**src/rtl/bcd_countdown_timer.sv**
```systemverilog
// Settable two-digit BCD seconds countdown (59..00) with debounced pushbutton control.
// Buttons are synchronised and debounced; a debounced press starts, pauses or loads the timer.
module bcd_countdown_timer #(
   parameter int TICK_DIV_COUNT = 49999999,
   parameter int DEBOUNCE_COUNT = 500000
) (
   input  logic       CLOCK_50_I,
   input  logic       RESET_I,
   input  logic       START_N_I,
   input  logic       PAUSE_N_I,
   input  logic       LOAD_N_I,
   input  logic [7:0] PRESET_I,
   output logic [7:0] COUNT_O,
   output logic       RUNNING_O,
   output logic       EXPIRED_O,
   output logic       TICK_O
);

   localparam int DB_W  = $clog2(DEBOUNCE_COUNT + 1);
   localparam int DIV_W = $clog2(TICK_DIV_COUNT + 1);
   localparam logic [DB_W-1:0]  DB_LAST  = DB_W'(DEBOUNCE_COUNT - 1);
   localparam logic [DIV_W-1:0] DIV_LAST = DIV_W'(TICK_DIV_COUNT);

   typedef enum logic [1:0] {IDLE, RUN, PAUSED, EXPIRED} state_t;

   state_t           state;
   logic [2:0]       button_n;
   logic [2:0]       sync_meta;
   logic [2:0]       sync_level;
   logic [2:0]       db_level;
   logic [2:0]       press;
   logic [DB_W-1:0]  db_cnt [3];
   logic [DIV_W-1:0] div_cnt;
   logic             start_press;
   logic             pause_press;
   logic             load_ok;
   logic             preset_valid;
   logic             tick;

   assign button_n = {LOAD_N_I, PAUSE_N_I, START_N_I};

   always_ff @(posedge CLOCK_50_I or posedge RESET_I) begin
      if (RESET_I) begin
         sync_meta  <= '1;
         sync_level <= '1;
      end else begin
         sync_meta  <= button_n;
         sync_level <= sync_meta;
      end
   end

   // A level is accepted only after DEBOUNCE_COUNT consecutive samples disagree with the current one.
   always_ff @(posedge CLOCK_50_I or posedge RESET_I) begin
      if (RESET_I) begin
         db_level <= '1;
         for (int i = 0; i < 3; i++) db_cnt[i] <= '0;
      end else begin
         for (int i = 0; i < 3; i++) begin
            if (sync_level[i] == db_level[i]) begin
               db_cnt[i] <= '0;
            end else if (db_cnt[i] == DB_LAST) begin
               db_level[i] <= sync_level[i];
               db_cnt[i]   <= '0;
            end else begin
               db_cnt[i] <= db_cnt[i] + DB_W'(1);
            end
         end
      end
   end

   always_comb begin
      press = '0;
      for (int i = 0; i < 3; i++)
         press[i] = db_level[i] & ~sync_level[i] & (db_cnt[i] == DB_LAST);
   end

   assign start_press  = press[0];
   assign pause_press  = press[1];
   assign preset_valid = (PRESET_I[7:4] <= 4'd5) && (PRESET_I[3:0] <= 4'd9);
   assign load_ok      = press[2] & preset_valid;
   assign tick         = (state == RUN) && (div_cnt == DIV_LAST);

   function automatic logic [7:0] bcd_dec(input logic [7:0] v);
      if (v == 8'h00)
         return 8'h00;
      if (v[3:0] == 4'd0)
         return {v[7:4] - 4'd1, 4'd9};
      return {v[7:4], v[3:0] - 4'd1};
   endfunction

   // The divider only advances in RUN, so every entry into RUN starts a fresh full period.
   always_ff @(posedge CLOCK_50_I or posedge RESET_I) begin
      if (RESET_I) begin
         state     <= IDLE;
         div_cnt   <= '0;
         COUNT_O   <= 8'h00;
         RUNNING_O <= 1'b0;
         EXPIRED_O <= 1'b0;
         TICK_O    <= 1'b0;
      end else begin
         TICK_O  <= 1'b0;
         div_cnt <= '0;
         case (state)
            IDLE: begin
               if (load_ok) begin
                  COUNT_O <= PRESET_I;
               end else if (start_press && COUNT_O != 8'h00) begin
                  state     <= RUN;
                  RUNNING_O <= 1'b1;
               end
            end
            RUN: begin
               if (tick) begin
                  COUNT_O <= bcd_dec(COUNT_O);
                  TICK_O  <= 1'b1;
                  if (COUNT_O == 8'h01) begin
                     state     <= EXPIRED;
                     RUNNING_O <= 1'b0;
                     EXPIRED_O <= 1'b1;
                  end else if (pause_press) begin
                     state     <= PAUSED;
                     RUNNING_O <= 1'b0;
                  end
               end else if (pause_press) begin
                  state     <= PAUSED;
                  RUNNING_O <= 1'b0;
               end else begin
                  div_cnt <= div_cnt + DIV_W'(1);
               end
            end
            PAUSED: begin
               if (load_ok) begin
                  COUNT_O <= PRESET_I;
                  state   <= IDLE;
               end else if (!pause_press && start_press) begin
                  state     <= RUN;
                  RUNNING_O <= 1'b1;
               end
            end
            EXPIRED: begin
               if (load_ok) begin
                  COUNT_O   <= PRESET_I;
                  state     <= IDLE;
                  EXPIRED_O <= 1'b0;
               end
            end
            default: state <= IDLE;
         endcase
      end
   end

endmodule
```
**config.mk**
```make
export PLATFORM = sky130hd
export DESIGN_NAME = bcd_countdown_timer
export DESIGN_NICKNAME = d
export VERILOG_FILES = /design/src/rtl/bcd_countdown_timer.sv
export SDC_FILE = /design/constraint.sdc
export NUM_CORES = 1
export LEC_CHECK = 0
export ABC_AREA = 1
export ABC_CLOCK_PERIOD_IN_PS = 9900
export CAP_MARGIN = 20
export CORE_ASPECT_RATIO = 0.8
export CORE_UTILIZATION = 31
export DETAILED_ROUTE_END_ITERATION = 7
export SKIP_CTS_REPAIR_TIMING = 1
export SYNTH_ARGS = -nofsm -noshare
export SYNTH_HDL_FRONTEND = slang
export SYNTH_SLANG_ARGS = --single-unit
export TNS_END_PERCENT = 20
```
**constraint.sdc**
```tcl
create_clock -name CLOCK_50_I -period 9.9 [get_ports CLOCK_50_I]
set_input_delay 1.98 -clock CLOCK_50_I [delete_from_list [all_inputs] [get_ports CLOCK_50_I]]
set_output_delay 1.98 -clock CLOCK_50_I [all_outputs]
set_load 0.01 [all_outputs]
```
Word-level counts from Yosys, hierarchy flattened
Cells that the tools add are included.
- flip-flop bits (word level): 105
- output and inout bits: 11
- word-level logic and storage cells: 123
- add/subtract/negate cells: 6
- order comparisons: 2
- equality and inequality tests: 21
- multiplexer cells: 46
- bitwise gates (word level): 13
- reductions and logical operators: 20
- operators by type and width (kind ; number):
    $mux 19 ; 6
    $mux 26 ; 3
    $add 19x1->19 const B ; 3
    $eq 19x19->1 const B ; 3
    $mux 8 ; 6
    $add 26x1->26 const B ; 1
    $eq 26x26->1 const B ; 1
    $mux 1 ; 19
    $mux 2 ; 8
    $pmux 8 s2 ; 1
    $ne 2x2->1 const B ; 6
    $eq 8x1->1 const B ; 1
    $logic_not 8->1 ; 1
    $pmux 2 s4 ; 1
    $reduce_and 2->1 ; 4
    $reduce_and 4->1 ; 2
    $reduce_bool 8->1 ; 1
    $sub 4x1->4 const B ; 2
    $and 1x1->1 ; 7
    $not 1->1 ; 6
    $reduce_and 5->1 ; 1
    $eq 2x2->1 const B ; 2
    $le 4x3->1 const B ; 1
    $le 4x4->1 const B ; 1
    15 further kinds ; 21

Depth between registers and ports, before layout
Gate-level depths: netlist of run 1.
- depth in word-level cells: 11
- gate-level depth with buffers: 13
- mapped depth without buffers: 13

Least setup slack after synthesis of run 1
No wires, ideal clock.
- path type: in2reg
- start: input port PRESET_I[1]
- end: register state[0]
- setup time: 0.122 ns
- data arrival time: 2.720 ns
- data required time: 9.778 ns
- slack: 7.059 ns
- cell stages on the path: 8
- cells stage by stage: nor2_1 nor2_1 nor2_1 nand3_1 o21bai_1 nand2_1 nor2_1 a21oi_1
- cells in the longest elaborated chain, start to end: 5
- elaborated cells on any way between the ends: 9
- RTL lines (element ; RTL line ; RTL):
    start: declaration ; 12 ; input logic [7:0] PRESET_I,
    $le 4x4->1 (*) ; 79 ; assign preset_valid = (PRESET_I[7:4] <= 4'd5) && (PRESET_I[3:0] <= 4'd9);
    $logic_and 1x1->1 (*) ; 79 ;
    $and 1x1->1 (*) ; 80 ; assign load_ok = press[2] & preset_valid;
    $ne 3x3->1 (no source line), or another cell as far along ; n/a ;
    $reduce_and 4->1 (no source line) or $pmux 2 s4 (tied branches) ; n/a ;
    end signal: assignment ; 94 ; state <= IDLE;
    end signal: assignment ; 108 ; state <= RUN;
    end signal: assignment ; 117 ; state <= EXPIRED;
    end: declaration ; 26 ; state_t state;
Mark *: on every way between the ends. The rest lies on a longest branch, timed or not.
A chain may end at the register's enable or synchronous reset.

Final worst setup path of run 1
- start: register COUNT_O[0]
- end: output port COUNT_O[0]
- RTL lines (element ; RTL line ; RTL):
    start: declaration ; 13 ; output logic [7:0] COUNT_O,
    start signal: assignment ; 114 ; COUNT_O <= bcd_dec(COUNT_O);
No word-level cell between the ends.

==> flow_metrics.tcl, run 1 <==
set metrics [dict create \
    synth_adder_area_share_pct 2.44 \
    root_buffer "clkbuf_16" \
    seq_area_um2 2640 \
    diodes 0 \
    insertion_delay_ps 350 \
    syn_inst 812 \
    power_density_nw_per_um2 115 \
    hold_end "sync_level[2]" \
    gp_congestion 0.867 \
    setup_viol 0 \
    grt_pass1_wl_um 22700 \
    crit_required_ps 7920 \
    min_period_over_period_pct 33.5 \
    end_kind "output pin" \
    core_area_um2 19200 \
    drive_above_1_share_pct 10.3 \
    cp_slowest_cell "clkdlybuf4s50_1" \
    fin_nets 865 \
    dieArea_um2 20400 \
    die_w_um 159 \
    nFillCells 2002 \
    synth_xor_area_share_pct 4.41 \
    reg2reg_slack_ps 7820 \
    cts_buffers 9 \
    htreeDepth 3 \
    dpl.hpwl_um 9670 \
    clock_skew_ps 18.7 \
    dp_slack_ps 6190 \
    synth_cell_type_count 47 \
    netlist_top_cells_count "154 x nand2_1, 146 x nor2_1, 108 x inv_1" \
    cpPeakStageDelay_ps 570 \
    irDropWorstVdd_mv 0.0761 \
    tns_ps 0 \
    synth_fp_nets 837 \
    fmax_mhz 302 \
    synth_compound_area_share_pct 6.33 \
    arrival_ps 1330 \
    async_reset_ff_share_pct 100 \
    hold_path_class "flop to flop" \
    avgSynthCellArea_um2 7.57 \
    synth-main-ff-cell "dfrtp_1" \
    dr.pass1.iters 5 \
    hold_start "sync_meta[2]" \
    totalPowerFinal_w 0.000799 \
    grtUsageTotal_pct 13.7 \
    reg2reg_from "state[0]" \
    drv_cap 0 \
    rr_worst_depth 9 \
    io_pins 24 \
    yosysMostFrequentCell "nand2_1" \
    synth_top_area_share_pct 39.1 \
    dieHeight_um 128 \
    synth.cell_area_um2 6150 \
    cp_top_family "buffers and inverters" \
    drv_slew 0 \
    synth_simple_gate_area_share_pct 36.0 \
    synth_top_family_by_area "simple AND/OR/NAND/NOR gates" \
    synthToLayoutAreaGrowth_pct 12.9 \
    drc 0 \
    numPortBuffers 23 \
    multiInputGateArea_um2 3030 \
    overflow 0 \
    wl_um 12900 \
    num_rows 45 \
    setup_ws_ps 6590 \
    crit_buf_inv 1 \
    worst_pin_slew_ps 856 \
    p_leak_nw 2.91 \
    initial_core_util_pct 32.0 \
    synth_edf_count 0 \
    ys_seq_elements 105 \
    grt_pass1_vias 4796 \
    via_count 5064 \
    hold_path_depth 0 \
    vias_per_cell 4.59 \
    yosys.area.top_type "dfrtp_1" \
    cts.sinks 105 \
    status "finished clean" \
    rr_endpoint "COUNT_O[2]" \
    synth_warnings 0 \
    ys_seq_area_share_pct 42.9 \
    yosys-mux-area-fraction_pct 0 \
    path_class "flop to output pin" \
    hold_viol_final 0 \
    clockBufferDepth 2 \
    synth.area.top_cells "dfrtp_1 39%, nand2_1 9.4%, nor2_1 8.9%" \
    critPathLaunchType "flop" \
    antenna_found_initial 0 \
    cts_tree "done" \
    grt_max_degree 68 \
    clk_pin_slew_ps 70 \
    path_cells "clkdlybuf4s50_1" \
    critPathMaxFanout 4 \
    wl_per_cell_um 11.7 \
    rsz0062_at_grt "no" \
    drtIter0Drc 315 \
    period_minus_slack_ps 3310 \
    ant_nets 0 \
    slew_headroom_pct 43.0 \
]
==> layer usage <==
metal	share of wire [%]	wire length [um]	track usage [%]
met2	40	5140	20.0
met4	0.88	113	3.05
met3	3.8	487	2.91
met5	0	0	0
met1	56	7160	20.4
==> where the power goes <==
part            total, W  switching [W]  leakage (nW)  internal [W]
clock network   0.000333       0.000160         0.127      0.000172
logic          0.0000289      0.0000190          1.41    0.00000990
registers       0.000438     0.00000374          1.37      0.000434
total           0.000799       0.000183          2.91      0.000616
==> through the flow <==
stage / hold WS [ps] / util (%) / instances / cell area, um^2
3_5_place_dp: 347 / 34.8 / 1087 / 6670
6_report: 356 / 36.2 / 1103 / 6940
5_1_grt: 363 / 36.2 / 1103 / 6940
4_1_cts: 359 / 36.2 / 1103 / 6940
2_1_floorplan: 345 / - / 812 / 6150
3_3_place_gp: 347 / 34.8 / 1087 / 6670
==> sequential cells by signal, summed over array words and instances, names as in the netlist <==
register	count
RUNNING_O	1
EXPIRED_O	1
state	2
sync_level	3
db_cnt	57
db_level	3
TICK_O	1
COUNT_O	8
div_cnt	26
sync_meta	3
==> final cells by class <==
| cell class | instances | share of cell area, % |
|---|---|---|
| Inverter | 118 | 6.47 |
| Sequential cell | 105 | 38.0 |
| Clock inverter | 5 | 0.541 |
| Timing Repair Buffer | 24 | 3.42 |
| Multi-Input combinational cell | 582 | 43.6 |
| Clock buffer | 11 | 3.35 |
| Tap cell | 258 | 4.65 |
==> layout by cell type (no fill, tap or decap), drive strengths merged <==
cell,count
a211oi,1
a21oi,35
a31o,1
a31oi,1
and2,1
and3,1
buf,1
clkbuf,11
clkdlybuf4s50,23
clkinv,4
clkinvlp,2
dfrtp,96
dfstp,9
ha,12
inv,117
nand2,166
nand3,57
nand3b,4
nand4,19
nor2,171
nor3,31
nor3b,7
nor4,6
o2111ai,1
o211ai,1
o21a,1
o21ai,26
o21bai,1
o221ai,1
o22ai,1
o31ai,2
or2,4
xnor2,6
xor2,25
==> worst max-delay path by stage <==
stage,startpoint,end,slack (ps),cells after the start
floorplan,RESET_I,COUNT_O[0],5170,1
global placement,RESET_I,db_cnt[12],6200,3
detailed placement,RESET_I,db_cnt[12],6190,3
finish,COUNT_O[0],COUNT_O[0],6590,1
global route,RESET_I,div_cnt[0],6370,3
CTS,RESET_I,div_cnt[1],6560,3
==> kinds of logic (layout without fill, tap and decap cells) <==
logic type,after synthesis,in the layout
buf+inv,125,158
flops,105,105
compound gates,72,72
simple gates,467,467
fa+ha+maj,12,12
xor+xnor,31,31
Note: power is estimated with default switching activity, not from simulation.
==> run 2, diff against run 1 <==
- ABC_CLOCK_PERIOD_IN_PS: 9900 -> 3400
- clock period: 9.9 -> 3.4 ns (I/O delays scaled with it)
==> run 2 against run 1 <==
Net effect: via count decreased by 0.43%; flip-flop and latch count unchanged; core utilization increased by 0.35 points; register-to-register slack got worse by 6400 ps; worst setup slack got worse by 5200 ps; combinational power increased to 3.1 times the previous value; sequential share of layout area decreased by 0.37 points; clock power increased to 3.2 times the previous value; non-clock buffer count increased by 1; critical path type unchanged; largest power group unchanged.
==> flow_metrics.tcl, run 2 (same netlist as run 1, synthesis figures left out) <==
set metrics [dict create \
    num_rows 45 \
    fmax_mhz 493 \
    fin_nets 866 \
    period_minus_slack_ps 2030 \
    end_kind "output pin" \
    layout_common_cells "154 x nand2_1, 146 x nor2_1, 107 x inv_1, 96 x dfrtp_1, 47 x nand3_1" \
    cp_top_family "buffers and inverters" \
    drv_cap 0 \
    cts.sinks 105 \
    path_cells "clkdlybuf4s50_1" \
    p_leak_nw 2.94 \
    synthToLayoutAreaGrowth_pct 14.0 \
    ant_nets 0 \
    power_density_nw_per_um2 349 \
    grtUsageTotal_pct 14.1 \
    worst_pin_slew_ps 818 \
    insertion_delay_ps 350 \
    grt_busiest_layer "met1" \
    cp_slowest_cell "clkdlybuf4s50_1" \
    via_count 5042 \
    p_sw_w 0.000554 \
    cts_tree "done" \
    hold_path_class "flop to flop" \
    rsz0062_at_grt "no" \
    crit_required_ps 2720 \
    vias_per_cell 4.57 \
    layout_commonest_cell "nand2_1" \
    tns_ps 0 \
    use_met1_pct 21.3 \
    grt_max_degree 39 \
    critPathLaunchType "flop" \
    clock_skew_ps 6.01 \
    p_int_w 0.00189 \
    path_class "flop to output pin" \
    root_buffer "clkbuf_16" \
    reg_top3 "db_cnt (57), div_cnt (26), COUNT_O (8)" \
    drv_slew 0 \
    pwr-share-comb_pct 3.7 \
    netSwitchingFraction_pct 22.6 \
    cpPeakStageDelay_ps 580 \
    grt_pass1_wl_um 23200 \
    drc 0 \
    gp_congestion 0.859 \
    wl_um 13100 \
    crit_buf_inv 1 \
    clockBufferDepth 2 \
    antenna_found_initial 0 \
    overflow 0 \
    min_period_over_period_pct 59.7 \
    grt_pass1_vias 4735 \
    numPortBuffers 23 \
    setup_viol 0 \
    pwr-share-clk_pct 44.2 \
    irDropWorstVdd_mv 0.304 \
    drive_above_1_share_pct 10.5 \
    htreeDepth 3 \
    grt_use_met3_pct 3.49 \
    cp.depth 1 \
    dieHeight_um 128 \
    critPathMaxFanout 3 \
    initial_core_util_pct 32.0 \
    status "finished clean" \
    nFillCells 2011 \
    core_area_um2 19200 \
    dieArea_um2 20400 \
    hold_viol_final 0 \
    p_seq_share_pct 52.1 \
    wl_per_cell_um 11.9 \
    cts_buffers 9 \
    dr.pass1.iters 5 \
    dpl.hpwl_um 9760 \
    drtIter0Drc 341 \
    largest_reg_flops 57 \
    clk_pin_slew_ps 70 \
    totalPowerFinal_w 0.00245 \
    io_pins 24 \
    top_register "db_cnt" \
    arrival_ps 1350 \
    slew_headroom_pct 45.4 \
    rr_worst_depth 9 \
    die_w_um 159 \
    hold_path_depth 0 \
    diodes 0 \
    gr-usage-met2_pct 19.4 \
]
[run 2: cell types whose count changed in the layout (fill, tap and decap cells not counted), sizes merged]
cell      previous run  this run
inv                117       116
clkinv               4         5
bufinv               0         1
clkinvlp             2         1
buf                  1         2
[run 2: routing by layer]
layer | share of wire [%] | routed length [um]
met5 | 0 | 0
met1 | 54 | 7110
met3 | 5.5 | 724
met2 | 39 | 5130
met4 | 1.1 | 150
[run 2: area by class of cell]
| class | count | area, um^2 | area share, % |
|---|---|---|---|
| Timing Repair Buffer | 25 | 270 | 3.85 |
| Tap cell | 258 | 323 | 4.60 |
| Clock buffer | 11 | 243 | 3.46 |
| Inverter | 118 | 450 | 6.42 |
| Multi-Input combinational cell | 582 | 3030 | 43.1 |
| Clock inverter | 5 | 61.3 | 0.874 |
| Sequential cell | 105 | 2640 | 37.6 |
[run 2: path summary, 6_finish.rpt]
| kind | to | start | slack, ps |
|---|---|---|---|
| worst min-delay path | sync_level[0] | sync_meta[0] | 360 |
| min in group asynchronous | div_cnt[3] | RESET_I | 830 |
| worst max-delay path | COUNT_O[6] | COUNT_O[6] | 1370 |
| worst max register to register | COUNT_O[1] | state[0] | 1390 |
| max in group asynchronous | db_level[2] | RESET_I | 1860 |
| worst min register to register | sync_level[0] | sync_meta[0] | 360 |
[run 2: power groups by stage]
stage / Combinational, W / Sequential [W] / Clock [W]
after CTS: 0.0000929 / 0.00127 / 0.00111
final: 0.0000897 / 0.00127 / 0.00108
after global placement: 0.0000928 / 0.00130 / 0
after floorplan: 0.0000545 / 0.00130 / 0
after detailed placement: 0.0000923 / 0.00130 / 0
after global routing: 0.000105 / 0.00128 / 0.00117
[run 2: metrics by stage]
| step | instance area [um^2] | instances | utilization [%] | setup slack (ps) | hold WS [ps] |
|---|---|---|---|---|---|
| finish | 7010 | 1104 | 36.5 | 1370 | 356 |
| global route | 7010 | 1104 | 36.5 | 1160 | 361 |
| CTS | 7010 | 1104 | 36.5 | 1360 | 357 |
| detailed placement | 6710 | 1088 | 34.9 | 1220 | 348 |
| global placement | 6710 | 1088 | 34.9 | 1280 | 346 |
| floorplan | 6150 | 812 | - | 1470 | 345 |
==> run 3, diff against run 2 <==
- ABC_CLOCK_PERIOD_IN_PS: 3400 -> 1820
- clock period: 3.4 -> 1.82 ns (I/O delays scaled with it)
==> run 3 against run 2 <==
Net effect: final area is 4.3% higher; first-iteration DRC count is 4.1% lower; sequential power is 87% higher; non-clock buffer count rose by 33; final cell count increased by 3.0%; flip-flop and latch count stayed put; worst setup slack worse by 1300 ps; worst hold slack worse by 100 ps; wire length up 1.4%; critical endpoint is now div_cnt[22]; core utilization up 1.6 points; clock-buffer cell count increased by 1; register-to-register slack got worse by 1300 ps.
==> flow_metrics.tcl, run 3 (same netlist as run 1, synthesis figures left out) <==
set metrics [dict create \
    cp-startpoint "div_cnt[13]" \
    rsz0062_at_grt "yes" \
    reg2reg_from "div_cnt[13]" \
    synthToLayoutAreaGrowth_pct 18.9 \
    top_layer "met4" \
    numPortBuffers 23 \
    drc 0 \
    arrival_ps 1970 \
    antenna_found_initial 0 \
    root_buffer "clkbuf_16" \
    tns_ps 0 \
    drv_slew 0 \
    drive_above_1_share_pct 15.8 \
    wl_met3_um 627 \
    dpl.hpwl_um 9900 \
    fmax_mhz 581 \
    io_pins 24 \
    ant_nets 0 \
    end_kind "flop" \
    period_minus_slack_ps 1720 \
    critPathLaunchType "flop" \
    min_period_over_period_pct 94.5 \
    cts.sinks 105 \
    diodes 0 \
    drtIter0Drc 327 \
    grt_pass1_vias 4693 \
    power_density_nw_per_um2 605 \
    drv_cap 0 \
    grtUsageTotal_pct 13.7 \
    cts_buffers 9 \
    layout_commonest_cell "nand2_1" \
    grt_max_degree 58 \
    hold_path_class "input port to asynchronous set/reset pin" \
    worst_pin_slew_ps 338 \
    crit_required_ps 2070 \
    cts_tree "done" \
    dieArea_um2 20400 \
    die_w_um 159 \
    multiInputGateArea_um2 3110 \
    insertion_delay_ps 350 \
    reg_top3 "db_cnt (57), div_cnt (26), COUNT_O (8)" \
    irDropWorstVdd_mv 0.439 \
    nFillCells 1977 \
    pwr-share-comb_pct 4.5 \
    seq_area_um2 2640 \
    fin_nets 899 \
    grt_pass1_wl_um 22800 \
    htreeDepth 3 \
    status "finished clean" \
    pwr-share-clk_pct 41.9 \
    slew_headroom_pct 77.2 \
    clock_skew_ps 5.86 \
    p_leak_nw 3.10 \
    overflow 0 \
    via_count 5210 \
    wl_per_cell_um 11.7 \
    core_area_um2 19200 \
    setup_viol 0 \
    p_seq_share_pct 53.7 \
    layout_common_cells "151 x nand2_1, 142 x nor2_1, 106 x inv_1, 96 x dfrtp_1, 43 x nand3_1" \
    clockBufferDepth 2 \
    hold_viol_final 0 \
    vias_per_cell 4.58 \
    top_register "db_cnt" \
    wl_um 13300 \
    p_sw_w 0.00102 \
    dr_wl_met2_um 5340 \
    critPathMaxFanout 7 \
    num_rows 45 \
    dieHeight_um 128 \
    gp_congestion 0.865 \
    dr.pass1.iters 5 \
    clk_pin_slew_ps 70 \
    netSwitchingFraction_pct 22.9 \
    initial_core_util_pct 32.0 \
    largest_reg_flops 57 \
    hold_slack_ps 256 \
    wl_met1_um 7200 \
    p_int_w 0.00341 \
    path_class "flop to flop" \
]
## run 3: through the flow
stage	utilization, %	cell area, um^2	std cells	setup WS (ps)	power (W)
after global placement	36.0	6920	1116	-11.1	0.00262
after floorplan	-	6150	812	159	0.00252
after global routing	38.1	7310	1137	-31.0	0.00463
final	38.1	7310	1137	99.4	0.00443
after CTS	37.5	7190	1132	46.1	0.00449
after detailed placement	36.0	6920	1116	-37.9	0.00262
## run 3: worst paths after layout
kind / to / slack, ps / cells after the start
min in group CLOCK_50_I: sync_level[0] / 360 / 0
min reg2reg: sync_level[0] / 360 / 0
max in group asynchronous: sync_meta[1] / 1020 / 3
max: div_cnt[22] / 100 / 10
min: TICK_O / 260 / 2
max reg2reg: div_cnt[22] / 100 / 10
## run 3: layout make-up
type                            instances  share of cell area, %
Inverter                              118                   6.21
Tap cell                              258                   4.41
Clock inverter                          4                  0.393
Multi-Input combinational cell        582                   42.5
Clock buffer                           12                   3.37
Timing Repair Buffer                   58                   7.08
Sequential cell                       105                   36.1
## run 3: power by group through the flow
stage	Combinational (W)	Sequential (W)	Clock [W]
2_1_floorplan	0.000102	0.00242	0
3_3_place_gp	0.000197	0.00242	0
3_5_place_dp	0.000197	0.00242	0
4_1_cts	0.000198	0.00238	0.00192
5_1_grt	0.000227	0.00238	0.00202
6_report	0.000197	0.00238	0.00185
## run 3: routing by layer
| layer | track usage, % | vias to the layer above |
|---|---|---|
| met4 | 3.51 | 0 |
| met1 | 20.7 | 2389 |
| met2 | 19.4 | 98 |
| met5 | 0 | - |
| met3 | 3.27 | 10 |
| li1 | - | 2713 |
## run 3: critical path, cell delays in order, from the launching register on
cell	delay (ps)
dfrtp_1	400
nand2_1	120
nor2_1	270
nand3b_1	120
nor2_1	170
nand2_1	90
nand2_2	100
nor2_4	80
buf_4	150
nand2_1	60
nor2_1	40
